===== src/rtl/svdb_csr_pkg.sv =====
`default_nettype none
// ============================================================================
// svdb_csr_pkg : shared types and byte-merge helper for the CSR bank
// Rev 1.0
// ============================================================================
package svdb_csr_pkg;

    typedef enum logic [1:0] {
        CSR_RW  = 2'd0,
        CSR_RO  = 2'd1,
        CSR_W1C = 2'd2,
        CSR_WO1 = 2'd3
    } csr_access_e;

    typedef enum logic [0:0] {
        CSR_IDLE = 1'b0,
        CSR_RESP = 1'b1
    } csr_state_e;

    // One byte lane of a strobed write: take the new byte only when enabled.
    function automatic logic [7:0] apply_wstrb(input logic [7:0] old_byte,
                                               input logic [7:0] new_byte,
                                               input logic       en);
        return en ? new_byte : old_byte;
    endfunction

endpackage
`default_nettype wire


===== src/rtl/svdb_csr_reg.sv =====
`default_nettype none
// ============================================================================
// svdb_csr_reg : one CSR with a fixed access policy and reset value
// Rev 1.0
// ============================================================================
module svdb_csr_reg
    import svdb_csr_pkg::*;
#(
    parameter int                DATA_W    = 32,
    parameter csr_access_e       ACCESS    = CSR_RW,
    parameter logic [DATA_W-1:0] RESET_VAL = '0
) (
    input  logic                clk_i,
    input  logic                rst_ni,
    input  logic                wr_en_i,
    input  logic [DATA_W-1:0]   wdata_i,
    input  logic [DATA_W/8-1:0] wstrb_i,
    input  logic [DATA_W-1:0]   hw_set_i,
    output logic [DATA_W-1:0]   q_o
);

    localparam int c_NBYTES = DATA_W / 8;

    logic [DATA_W-1:0] r_q;
    logic [DATA_W-1:0] w_merged;
    logic [DATA_W-1:0] w_clr;

    always_comb begin
        w_merged = r_q;
        w_clr    = '0;
        for (int b = 0; b < c_NBYTES; b++) begin
            w_merged[8*b +: 8] = apply_wstrb(r_q[8*b +: 8], wdata_i[8*b +: 8], wstrb_i[b]);
            w_clr[8*b +: 8]    = apply_wstrb(8'h00, wdata_i[8*b +: 8], wr_en_i & wstrb_i[b]);
        end
    end

    always_ff @(posedge clk_i or negedge rst_ni) begin
        if (!rst_ni) begin
            r_q <= RESET_VAL;
        end else begin
            case (ACCESS)
                CSR_RO:  r_q <= hw_set_i;
                // Set is OR'ed after the clear so a same-cycle set wins.
                CSR_W1C: r_q <= (r_q & ~w_clr) | hw_set_i;
                CSR_WO1: if (wr_en_i) r_q <= {w_merged[DATA_W-1:1], w_merged[0] | r_q[0]};
                default: if (wr_en_i) r_q <= w_merged;
            endcase
        end
    end

    assign q_o = r_q;

endmodule
`default_nettype wire


===== src/rtl/svdb_csr_bank.sv =====
`default_nettype none
// ============================================================================
// svdb_csr_bank : valid/ready CSR bank with access policy, W1C capture and lock
// Rev 1.0
// ============================================================================
module svdb_csr_bank
    import svdb_csr_pkg::*;
#(
    parameter int                         NUM_REGS    = 4,
    parameter int                         DATA_W      = 32,
    parameter int                         ADDR_W      = 8,
    parameter int                         ADDR_STRIDE = 4,
    parameter logic [NUM_REGS*DATA_W-1:0] RESET_VALS  = '0,
    parameter logic [NUM_REGS*2-1:0]      ACCESS      = '0,
    parameter int                         LOCK_IDX    = 3
) (
    input  logic                       clk_i,
    input  logic                       rst_ni,
    input  logic                       req_valid_i,
    output logic                       req_ready_o,
    input  logic                       req_write_i,
    input  logic [ADDR_W-1:0]          req_addr_i,
    input  logic [DATA_W-1:0]          req_wdata_i,
    input  logic [DATA_W/8-1:0]        req_wstrb_i,
    output logic                       rsp_valid_o,
    input  logic                       rsp_ready_i,
    output logic [DATA_W-1:0]          rsp_rdata_o,
    output logic                       rsp_err_o,
    input  logic [NUM_REGS*DATA_W-1:0] hw_set_i,
    output logic [NUM_REGS*DATA_W-1:0] regs_o,
    output logic                       locked_o
);

    localparam int c_STRIDE_SH = $clog2(ADDR_STRIDE);
    localparam int c_IDX_W     = (NUM_REGS > 1) ? $clog2(NUM_REGS) : 1;

    csr_state_e          r_state;
    logic                r_req_ready;
    logic                r_rsp_valid;
    logic [DATA_W-1:0]   r_rsp_rdata;
    logic                r_rsp_err;

    logic [DATA_W-1:0]   w_regs   [NUM_REGS];
    csr_access_e         w_access [NUM_REGS];
    logic [NUM_REGS-1:0] w_wr_en;
    logic [ADDR_W-1:0]   w_idx;
    logic [ADDR_W-1:0]   w_off;
    logic [c_IDX_W-1:0]  w_sel;
    logic                w_in_range;
    logic                w_accept;
    logic                w_err;
    logic [DATA_W-1:0]   w_rdata;

    assign w_accept   = req_valid_i & r_req_ready;
    assign w_idx      = req_addr_i >> c_STRIDE_SH;
    assign w_off      = req_addr_i & ADDR_W'(ADDR_STRIDE - 1);
    assign w_sel      = w_idx[c_IDX_W-1:0];
    assign w_in_range = (w_off == '0) && (int'(w_idx) < NUM_REGS);

    always_comb begin
        w_err = !w_in_range;
        if (w_in_range && req_write_i) begin
            if (w_access[w_sel] == CSR_RO)
                w_err = 1'b1;
            // Lock only freezes plain RW registers; W1C clears stay allowed.
            if (w_access[w_sel] == CSR_RW && locked_o)
                w_err = 1'b1;
        end
        w_rdata = (w_err || req_write_i) ? '0 : w_regs[w_sel];
    end

    generate
        for (genvar i = 0; i < NUM_REGS; i++) begin : g_reg
            assign w_access[i] = csr_access_e'(ACCESS[2*i +: 2]);
            assign w_wr_en[i]  = w_accept && req_write_i && !w_err && (int'(w_sel) == i);

            svdb_csr_reg #(
                .DATA_W    (DATA_W),
                .ACCESS    (csr_access_e'(ACCESS[2*i +: 2])),
                .RESET_VAL (RESET_VALS[DATA_W*i +: DATA_W])
            ) u_reg (
                .clk_i    (clk_i),
                .rst_ni   (rst_ni),
                .wr_en_i  (w_wr_en[i]),
                .wdata_i  (req_wdata_i),
                .wstrb_i  (req_wstrb_i),
                .hw_set_i (hw_set_i[DATA_W*i +: DATA_W]),
                .q_o      (w_regs[i])
            );

            assign regs_o[DATA_W*i +: DATA_W] = w_regs[i];
        end

        if (LOCK_IDX < NUM_REGS) begin : g_lock_on
            assign locked_o = w_regs[LOCK_IDX][0];
        end else begin : g_lock_off
            assign locked_o = 1'b0;
        end
    endgenerate

    always_ff @(posedge clk_i or negedge rst_ni) begin
        if (!rst_ni) begin
            r_state     <= CSR_IDLE;
            r_req_ready <= 1'b1;
            r_rsp_valid <= 1'b0;
            r_rsp_rdata <= '0;
            r_rsp_err   <= 1'b0;
        end else begin
            case (r_state)
                CSR_IDLE: begin
                    if (w_accept) begin
                        r_state     <= CSR_RESP;
                        r_req_ready <= 1'b0;
                        r_rsp_valid <= 1'b1;
                        r_rsp_rdata <= w_rdata;
                        r_rsp_err   <= w_err;
                    end
                end
                CSR_RESP: begin
                    if (rsp_ready_i) begin
                        r_state     <= CSR_IDLE;
                        r_req_ready <= 1'b1;
                        r_rsp_valid <= 1'b0;
                        r_rsp_rdata <= '0;
                        r_rsp_err   <= 1'b0;
                    end
                end
                default: begin
                    r_state     <= CSR_IDLE;
                    r_req_ready <= 1'b1;
                    r_rsp_valid <= 1'b0;
                end
            endcase
        end
    end

    assign req_ready_o = r_req_ready;
    assign rsp_valid_o = r_rsp_valid;
    assign rsp_rdata_o = r_rsp_rdata;
    assign rsp_err_o   = r_rsp_err;

endmodule
`default_nettype wire


===== config.mk =====
export PLATFORM = sky130hd
export DESIGN_NAME = svdb_csr_bank
export DESIGN_NICKNAME = d
export VERILOG_FILES = /design/src/rtl/svdb_csr_pkg.sv /design/src/rtl/svdb_csr_reg.sv /design/src/rtl/svdb_csr_bank.sv
export SDC_FILE = /design/constraint.sdc
export NUM_CORES = 1
export LEC_CHECK = 0
export BUFFER_PORTS_ARGS = -buffer_cell sky130_fd_sc_hd__buf_2
export CORE_ASPECT_RATIO = 1.4
export CORE_MARGIN = 2
export CORE_UTILIZATION = 25
export DETAILED_ROUTE_END_ITERATION = 12
export SLEW_MARGIN = 25
export SYNTH_ARGS = -nofsm -noshare
export SYNTH_HDL_FRONTEND = slang
export SYNTH_HIERARCHICAL = 1
export SYNTH_SLANG_ARGS = --single-unit

===== constraint.sdc =====
create_clock -name clk_i -period 4.3 [get_ports clk_i]
set_clock_uncertainty 0.15 [all_clocks]
set_input_delay 0.86 -clock clk_i [delete_from_list [all_inputs] [get_ports clk_i]]
set_output_delay 0.86 -clock clk_i [all_outputs]
set_load 0.01 [all_outputs]

==> out/qor.log <==
INFO  worst_setup_path critPathRequiredTime=4450ps
INFO  routing        drtAntennaViolNets=0
INFO  die            floorplan.io_pins=341
INFO  die            num_rows=71
INFO  yosys          synth_nets=588
INFO  clocking       htreeDepth=4
INFO  timing         rsz0062_at_grt=no
INFO  timing         min_period_over_period=56.3%
INFO  worst_setup_path worst_path_largest_cell_delay=440ps
INFO  clocking       cts-hold-fix-buffers=0
INFO  grt            grt_max_degree=90
INFO  clocking       tritoncts.num_buffers=17
INFO  worst_setup_path cp_data_arrival_time=2570ps
INFO  routing        post_drt_via_cell_ratio=4.52
INFO  place          place_hpwl=14.0mm
INFO  timing         maxClockFrequency=413MHz
INFO  timing         final_hold_viol_count=0
INFO  place          gpl.final_weighted_congestion=0.729
INFO  yosys          synth_async_sr_flop_share=100%
INFO  die            initial_core_util=25.5%
INFO  layout         final_area=9050squm
INFO  worst_setup_path critical-path-top-delay-family=simple AND/OR/NAND/NOR gates
INFO  routing        first_pass_iters=6
INFO  grt            global_route_wire_length_before_repair=30.5mm
INFO  yosys          synth_ff_type=sky130_fd_sc_hd__dfrtp_1
INFO  worst_setup_path timing.critical_path.cells=buf_2 > nor4_2 > nand3_1 > nor3_1 > buf_4 > nand2_2 > mux2_2
INFO  yosys          number_of_warnings_issued_by_yosys=6
INFO  routing        post-route-drc-count=0
INFO  timing         drv_slew=0
INFO  place          port_buffers=212
INFO  power          static-leakage-power=4.93nW
INFO  yosys          synth_seq_cells=164
INFO  yosys          synth.most_common_cell=sky130_fd_sc_hd__dfrtp_1
INFO  yosys          yosysTopAreaCell=sky130_fd_sc_hd__dfrtp_1
INFO  yosys          syn_area=6870squm
INFO  clocking       numClockSinks=164
INFO  layout         final_core_util=33.5%
INFO  flow_run       maxCapViolations=0
INFO  power          maximum_vdd_drop=0.000251V
INFO  timing         fin_crit=2420ps
INFO  layout         num-nets-final=812
INFO  worst_setup_path start_kind=input pin
INFO  worst_setup_path critical_path.slowest_cell=sky130_fd_sc_hd__nor4_2
INFO  power          total_power_per_unit_cell_area=390nW/um^2
INFO  hold_path      hold_path_depth=1
INFO  clocking       tritoncts=done
INFO  grt            gr-total-overflow=0
INFO  yosys          synthDistinctLibCells=21
INFO  yosys          yosys-top-cells-area=sky130_fd_sc_hd__dfrtp_1 (59%), sky130_fd_sc_hd__mux2_2 (21%), sky130_fd_sc_hd__mux4_2 (10%)
INFO  yosys          synth_top_cell_area_share=59.3%
INFO  die            area_of_the_die=28900squm
INFO  die            fp.dieW=144microns
INFO  grt            antenna_found_initial=6
INFO  timing         slew_headroom=41.0%
INFO  clocking       cts_max_path_buffers=2
INFO  yosys          synth-edff-count=0
INFO  routing        detailroute.via_count=4591
INFO  routing        drt_iter0_markers=219
INFO  worst_setup_path timing.critical_path.buf_inv=2
INFO  worst_setup_path endpoint_kind=flip-flop
INFO  hold_path      path_class_of_the_lowest_slack_min_delay_path=reg2reg
INFO  worst_setup_path r2r.worst_path.cells=3
INFO  clocking       cts.clk_slew.worst_paths=70ps
INFO  clocking       cts_resized=0
INFO  layout         layout_area_growth_over_synthesis=31.7%
INFO  clocking       clk_root_buffer_cell=sky130_fd_sc_hd__clkbuf_16
INFO  timing         final_total_negative_setup_slack=0ps
INFO  yosys          yosysSeqAreaShare=59.7%
INFO  yosys          post_synth.cell_area_avg=16.7squm
INFO  yosys          yosys-top-cells-count=sky130_fd_sc_hd__dfrtp_1 (163), sky130_fd_sc_hd__mux2_2 (128), sky130_fd_sc_hd__a22o_1 (33)
INFO  yosys          postSynthCellCount=411
INFO  timing         setup-violations-final=0
INFO  die            die_height=200microns
INFO  worst_setup_path worst-path-stages=7
INFO  grt            grt_pass1_vias=4835
INFO  timing         worst_pin_slew=885ps
INFO  place          post_dp_cell_area=8410squm
INFO  grt            grt_util_all_layers=14.4%
INFO  die            core-area=27000squm
INFO  status         status=completed
INFO  worst_setup_path timing_worst_setup_path_type=in2reg
INFO  routing        wl_per_cell=19.8microns
INFO  worst_setup_path crit_fanout=8
INFO  clocking       worst_skew_pair_later_pin_latency=420ps
INFO  routing        drt_wl_total=20.1mm
INFO  layout         post_route_cells_drive_above_1_share=66.3%
INFO  clocking       post_cts_buffers=0
==> layer usage <==
layer	up-vias	global-route usage, %	routed length, microns	share of wire [%]
li1	2016	-	-	-
met1	2379	19.3	8860	44
met2	170	22.6	9450	47
met3	20	4.73	1530	7.6
met4	6	3.64	221	1.1
met5	-	0	41	0.20
==> final timing paths <==
kind	from	to	slack [ps]
setup reg to reg	req_ready_o	rsp_rdata_o[18]	2100
setup / recovery	req_addr_i[1]	g_reg[0].u_reg/q_o[4]	1880
min in group asynchronous	rst_ni	g_reg[0].u_reg/q_o[13]	370
hold / removal	rsp_valid_o	rsp_valid_o	320
max in group asynchronous	rst_ni	rsp_rdata_o[26]	2790
hold reg to reg	rsp_valid_o	rsp_valid_o	320
==> power breakdown <==
| group | switching (mW) | internal (mW) | leakage, nW | total, mW |
|---|---|---|---|---|
| Clock | 0.629 | 1.04 | 0.303 | 1.67 |
| Combinational | 0.180 | 0.0831 | 2.34 | 0.263 |
| Sequential | 0.0227 | 1.57 | 2.28 | 1.59 |
| Total | 0.832 | 2.70 | 4.93 | 3.53 |
==> kinds of logic (layout without fill, tap and decap cells) <==
family          count (synthesis)  in the layout  share of synthesized area [%]
simple gates                   29             29                           2.66
flops                         164            164                           59.7
compound gates                 38             38                           4.70
mux                           160            160                           31.5
buf+inv                        20            256                           1.47
other cells                     0              3                              0
==> sequential cells by signal, summed over array words and instances (netlist names) <==
name and flops:
req_ready_o 1, rsp_valid_o 1, rsp_err_o 1, r_state 1, g.u_reg/q_o 128, rsp_rdata_o 32
==> area by class of cell <==
type | count | area [sq um]
multi-input combinational | 227 | 2680
fill | 2733 | 18000
clock inverter | 10 | 180
antenna | 3 | 7.51
timing repair buffer | 221 | 1160
sequential | 164 | 4110
clock buffer | 21 | 450
inverter | 4 | 15.0
tap | 365 | 457
==> placed cells by master, fill, tap and decap left out, types with 2 or more instances in the layout <==
cell type | synthesis | layout
sky130_fd_sc_hd__clkbuf_16 | 0 | 17
sky130_fd_sc_hd__nand3_1 | 2 | 2
sky130_fd_sc_hd__nand2_2 | 16 | 16
sky130_fd_sc_hd__dfrtp_1 | 163 | 163
sky130_fd_sc_hd__clkinv_2 | 0 | 3
sky130_fd_sc_hd__mux2_2 | 128 | 128
sky130_fd_sc_hd__nor3_1 | 4 | 4
sky130_fd_sc_hd__buf_4 | 4 | 7
sky130_fd_sc_hd__a22o_1 | 33 | 33
sky130_fd_sc_hd__diode_2 | 0 | 3
sky130_fd_sc_hd__buf_2 | 9 | 211
sky130_fd_sc_hd__a21o_1 | 2 | 2
sky130_fd_sc_hd__mux4_2 | 32 | 32
sky130_fd_sc_hd__nand2_1 | 2 | 2
sky130_fd_sc_hd__o21ai_0 | 2 | 2
sky130_fd_sc_hd__bufinv_16 | 0 | 5
sky130_fd_sc_hd__clkinvlp_4 | 0 | 2
sky130_fd_sc_hd__inv_1 | 4 | 4
sky130_fd_sc_hd__buf_12 | 0 | 2
sky130_fd_sc_hd__clkbuf_1 | 2 | 3
==> stage by stage <==
stage | worst slack (ps) | power (mW) | hold WS, ps | instances
floorplan | 1600 | 1.74 | 348 | 411
global placement | 1450 | 1.89 | 310 | 981
detailed placement | 1430 | 1.90 | 316 | 981
CTS | 1890 | 3.60 | 329 | 1012
global route | 1770 | 3.68 | 364 | 1012
finish | 1880 | 3.53 | 322 | 1015
No activity file was read; power rests on OpenSTA's default activity.
